File: src/rtl/forward_hazard_ctrl_pkg.sv
// Shared pipeline definitions: register index width, forward select
// encodings and the per-stage tag layouts used by the hazard controller.
package forward_hazard_ctrl_pkg;

    localparam int unsigned REG_W = 5;

    typedef logic [REG_W-1:0] reg_idx_t;

    // Operand source for an EX ALU input.
    typedef enum logic [1:0] {
        FWD_REG = 2'b00,
        FWD_WB  = 2'b01,
        FWD_MEM = 2'b10
    } fwd_sel_e;

    typedef struct packed {
        logic     valid;
        reg_idx_t rs1;
        reg_idx_t rs2;
        reg_idx_t rd;
        logic     reg_write;
        logic     mem_read;
    } ex_tag_t;

    typedef struct packed {
        logic     valid;
        reg_idx_t rd;
        logic     reg_write;
        logic     mem_read;
    } stage_tag_t;

    // True when a stage will write a real (non-x0) architectural register.
    function automatic logic writes_reg(input stage_tag_t t);
        return t.valid && t.reg_write && (t.rd != '0);
    endfunction

endpackage

File: src/rtl/forward_hazard_ctrl_fwd_select.sv
// Selects the operand source for one EX source register from the
// MEM and WB stage tags. MEM wins over WB because it holds the newer value;
// a load in MEM has no data yet and is never a forwarding source.
module fwd_select
    import forward_hazard_ctrl_pkg::*;
(
    input  logic [REG_W-1:0] rs,
    input  stage_tag_t       mem_tag,
    input  stage_tag_t       wb_tag,
    output fwd_sel_e         sel
);

    // The load flag only matters in MEM; at WB load data is available.
    logic unused_wb_mem_read;
    assign unused_wb_mem_read = wb_tag.mem_read;

    // Priority select: MEM ALU result, then WB value, else register file.
    always_comb begin
        sel = FWD_REG;
        if (writes_reg(mem_tag) && !mem_tag.mem_read && (mem_tag.rd == rs)) begin
            sel = FWD_MEM;
        end else if (writes_reg(wb_tag) && (wb_tag.rd == rs)) begin
            sel = FWD_WB;
        end
    end

endmodule

File: src/rtl/forward_hazard_ctrl.sv
// Forwarding and hazard control for a 5-stage pipeline. Tracks instruction
// tags through EX/MEM/WB, drives ALU operand selects, detects load-use
// hazards (one-cycle stall) and flushes on taken branches.
module forward_hazard_ctrl
    import forward_hazard_ctrl_pkg::*;
(
    input  logic             clk,
    input  logic             rst,
    input  logic             id_valid,
    input  logic [REG_W-1:0] id_rs1,
    input  logic [REG_W-1:0] id_rs2,
    input  logic [REG_W-1:0] id_rd,
    input  logic             id_reg_write,
    input  logic             id_mem_read,
    input  logic             branch_taken,
    output logic [1:0]       forward_a,
    output logic [1:0]       forward_b,
    output logic             stall,
    output logic             flush,
    output logic [31:0]      stall_count
);

    ex_tag_t     ex_q, ex_d;
    stage_tag_t  mem_q, mem_d;
    stage_tag_t  wb_q, wb_d;
    logic [31:0] stall_count_q, stall_count_d;

    fwd_sel_e    sel_a, sel_b;
    logic        load_use_hit;

    // Load-use detection against the current ID sources; a taken branch
    // squashes the consumer so no stall is needed. Reset masks it so the
    // stall never survives into or out of reset.
    always_comb begin
        load_use_hit = ex_q.valid && ex_q.mem_read && (ex_q.rd != '0) && id_valid &&
                       ((ex_q.rd == id_rs1) || (ex_q.rd == id_rs2));
        flush        = branch_taken;
        stall        = load_use_hit && !branch_taken && !rst;
    end

    fwd_select u_fwd_a (
        .rs      (ex_q.rs1),
        .mem_tag (mem_q),
        .wb_tag  (wb_q),
        .sel     (sel_a)
    );

    fwd_select u_fwd_b (
        .rs      (ex_q.rs2),
        .mem_tag (mem_q),
        .wb_tag  (wb_q),
        .sel     (sel_b)
    );

    // Operand selects only apply to a real EX instruction outside reset.
    always_comb begin
        forward_a = FWD_REG;
        forward_b = FWD_REG;
        if (ex_q.valid && !rst) begin
            forward_a = sel_a;
            forward_b = sel_b;
        end
    end

    // Next tags: EX takes ID (or a bubble on stall/flush), MEM/WB shift on.
    always_comb begin
        ex_d.valid     = id_valid;
        ex_d.rs1       = id_rs1;
        ex_d.rs2       = id_rs2;
        ex_d.rd        = id_rd;
        ex_d.reg_write = id_reg_write;
        ex_d.mem_read  = id_mem_read;
        if (flush || stall) begin
            ex_d.valid     = 1'b0;
            ex_d.reg_write = 1'b0;
            ex_d.mem_read  = 1'b0;
        end

        mem_d.valid     = ex_q.valid;
        mem_d.rd        = ex_q.rd;
        mem_d.reg_write = ex_q.reg_write;
        mem_d.mem_read  = ex_q.mem_read;

        wb_d = mem_q;
    end

    // Saturating count of load-use stall cycles.
    always_comb begin
        stall_count_d = stall_count_q;
        if (stall && (stall_count_q != '1)) begin
            stall_count_d = stall_count_q + 32'd1;
        end
    end

    // Tag pipeline and counter registers with synchronous reset.
    always_ff @(posedge clk) begin
        if (rst) begin
            ex_q          <= '0;
            mem_q         <= '0;
            wb_q          <= '0;
            stall_count_q <= '0;
        end else begin
            ex_q          <= ex_d;
            mem_q         <= mem_d;
            wb_q          <= wb_d;
            stall_count_q <= stall_count_d;
        end
    end

    assign stall_count = stall_count_q;

endmodule
File: config.mk
export PLATFORM = sky130hd
export DESIGN_NAME = forward_hazard_ctrl
export DESIGN_NICKNAME = d
export VERILOG_FILES = /design/src/rtl/forward_hazard_ctrl_pkg.sv /design/src/rtl/forward_hazard_ctrl_fwd_select.sv /design/src/rtl/forward_hazard_ctrl.sv
export SDC_FILE = /design/constraint.sdc
export NUM_CORES = 1
export LEC_CHECK = 0
export ABC_CLOCK_PERIOD_IN_PS = 2000
export BUFFER_PORTS_ARGS = -buffer_cell sky130_fd_sc_hd__buf_2
export CAP_MARGIN = 0
export CORE_UTILIZATION = 45
export CTS_CLUSTER_SIZE = 28
export DETAILED_ROUTE_END_ITERATION = 7
export PLACE_DENSITY = 0.81
export SETUP_SLACK_MARGIN = 0.15
export SLEW_MARGIN = 30
export SYNTH_ARGS = -nofsm -noshare
export SYNTH_HDL_FRONTEND = slang
export SYNTH_SLANG_ARGS = --single-unit
File: constraint.sdc
create_clock -name clk -period 2 [get_ports clk]
set_clock_uncertainty 0.1 [all_clocks]
set_input_delay 0.4 -clock clk [delete_from_list [all_inputs] [get_ports clk]]
set_output_delay 0.4 -clock clk [all_outputs]
set_load 0.1 [all_outputs]
==> impl_metrics.toml <==
[route]
drt-initial-drc-count = 240
vias_per_cell = 5.958
drc_errors = 0
wl_per_cell_um = 21.35
via_count = 3229
ant_nets = 0
wl_um = 11570
first_pass_iters = 4

[power]
powerDensity_mw_per_mm2 = 587.9
leakage_nw = 2.101
ir_drop_v = 0.0006244
p_total_mw = 2.989

[timing]
final-setup-viol-count = 35
fmax_mhz = 389.7
hold_viol = 0
finalHoldWorstSlack_ns = 0.1893
grt_setup_unrepaired = "yes"
worstMarginPinSlew_ns = 0.7794
maxSlewViolCount = 0
finalCriticalPeriod_ns = 2.566
timing.final.crit_share_pct = 128.3
slew_headroom_pct = 48.04
fin_ws_ns = -0.5661

[synth]
syn_inst = 325
yosysMostFrequentCell = "dfxtp_1"
synth_seq_cells = 65
syn_nets = 347
syn_area_mm2 = 0.002990
synth_edf_count = 0
synthTopCellsByCount = "dfxtp_1, nor2b_1, xnor2_1"
syn_avg_cell_area_um2 = 9.201
synth_seq_area_share_pct = 43.51
yosysWarnings = 0
synthArstFlopShare_pct = 0
synth_cell_types = 47
synth_top_area_share_pct = 43.51
synth_area_leader_cell = "dfxtp_1"
ys_top_cells_by_area = "dfxtp_1, nor2b_1, xnor2_1"
dominantRegCellSynth = "dfxtp_1"

[finish]
drive_above_1_share_pct = 62.15
nFillCells = 335
num_antenna_cells = 0
area_growth_pct = 70.00
nets = 482
finalNonFillerCells = 542
finalInstanceArea_mm2 = 0.005084

[status]
violations = "setup timing"
status = "finished, violations left"

[die]
coreArea_mm2 = 0.006386
num_rows = 29
dieArea_mm2 = 0.006976
start_util_pct = 46.83
die_h_um = 83.52
pin_count = 59
die_w_um = 83.52

[global_routing]
grt_pass1_wl_um = 15440
gr-total-overflow = 0
grtUsageMet2_pct = 52.46
grt_antenna_before_repair = 0
grt_max_degree = 65
busiest_layer = "met2"
first_global_vias = 3105
grt_use_total_pct = 28.43
met3_usage_pct = 5.440
met1_usage_pct = 30.67

[cts]
clk_latency_ns = 0.36
cts.sinks = 65
cts_tree = "built"
clockBufferDepth = 2
clkTransAtPathRegs_ns = 0.08
cts_htree_levels = 3
clockRootBuffer = "clkbuf_8"
cts_buffers = 9

[worst_hold_path]
worstHoldStart = "id_rd[3]"
hold_depth = 2
hold_end = "ex_q[5]$_SDFF_PP0_"
hp-class = "input port to flop"

[placement]
placedInstanceArea_mm2 = 0.003891
port_buffers = 58
place_inst = 493
hpwl_um = 5415
routabilityCongestion = 0.8480

[setup_path]
reg2reg_from = "ex_q[4]$_SDFF_PP0_"
reg2reg_depth = 8
reg2reg_setup_slack_ns = -0.24
arrival_ns = 2.07
worstSetupEndpointType = "output port"
timing.rr.end = "stall_count[25]$_SDFFE_PP0P_"
cp.required_ns = 1.50
cp_max_fo = 2
critPathKind = "flop to output port"
start_kind = "flop"

[flow_run]
cap_violations = 0
## critical path: stages (launching register included)
cell and delay (ns):
dfxtp_2 0.33, or4_4 0.55, nor2_4 0.10, nor3_2 0.06
nand4_1 0.10, nor3_1 0.09, nor4_4 0.28, buf_12 0.21
## worst max path at each step
stage | start | endpoint | cells after the start
global route | mem_q[2]$_SDFF_PP0_ | forward_a[0] | 7
global placement | rst | forward_a[0] | 8
floorplan | mem_q[2]$_SDFF_PP0_ | forward_a[0] | 6
CTS | mem_q[2]$_SDFF_PP0_ | forward_a[0] | 7
finish | mem_q[2]$_SDFF_PP0_ | forward_a[0] | 7
detailed placement | rst | forward_a[0] | 8
## report_power, final
group	internal (mW)	switching [mW]	leakage, nW
Clock	0.817	0.571	0.125
Combinational	0.131	0.140	1.42
Sequential	1.30	0.0322	0.557
Total	2.25	0.743	2.10
## cells in the final DEF (no fill, tap or decap), drive strengths merged, types with 2 or more instances in the layout
cell / instances
nand2: 18
nor3: 11
dfxtp: 65
clkbuf: 11
a21oi: 19
o31ai: 6
inv: 9
nor2b: 33
o2111ai: 3
o41ai: 2
buf: 140
nand3: 14
nand4: 9
and3: 4
bufinv: 2
xnor2: 22
mux2: 3
xor2: 13
mux2i: 2
and4: 2
nor4: 7
o21ai: 12
or4: 10
clkinv: 2
or3: 13
nor2: 18
nor4b: 3
## logic make-up (layout without fill, tap and decap cells)
group | after synthesis | count (layout) | synth area share (%)
AND/OR/NAND/NOR | 146 | 146 | 28.62
flip-flops | 65 | 65 | 43.51
AO/OA/AOI/OAI | 49 | 49 | 10.17
XOR/XNOR | 35 | 35 | 10.25
buffers and inverters | 24 | 164 | 5.230
multiplexers | 5 | 5 | 1.799
adder cells (fa/ha/maj) | 1 | 1 | 0.4183
## metrics by stage
step | TNS [ns] | util [%] | setup slack (ns)
4_1_cts | -3.456 | 73.49 | -0.5395
3_3_place_gp | -2.107 | 60.93 | -0.2303
3_5_place_dp | -3.495 | 60.93 | -0.2745
5_1_grt | -9.306 | 79.60 | -0.6369
2_1_floorplan | -5.971 | - | -0.8058
6_report | -6.261 | 79.60 | -0.5661
## layer usage
metal / vias up / wire [um]
met2: 171 / 6185
met4: 0 / 618
met1: 1574 / 4173
met3: 57 / 592
li1: 1427 / -
met5: - / 0
## timing repair
item / CTS / global route
gates cloned: 3 / 0
setup endpoints to repair: 39 / 40
hold buffers: 0 / 0
pin swaps: 44 / 27
setup buffers: 22 / 8
resized for setup: 76 / 58
## flip-flops by register name, summed over array words and instances, names as in the netlist
| signal | flops |
|---|---|
| wb_q | 7 |
| stall_count | 32 |
| mem_q | 8 |
| ex_q | 18 |
## area by class of cell
cell class	count	area [um2]	share of cell area, %
multi-input cells	236	2128	41.87
flip-flops and latches	65	1410	27.74
repair buffers	140	1172	23.06
clock inverters	5	83.83	1.649
well taps	77	96.34	1.895
clock buffers	11	162.7	3.200
inverters	8	30.03	0.5907
(Power assumes the default switching activity.)
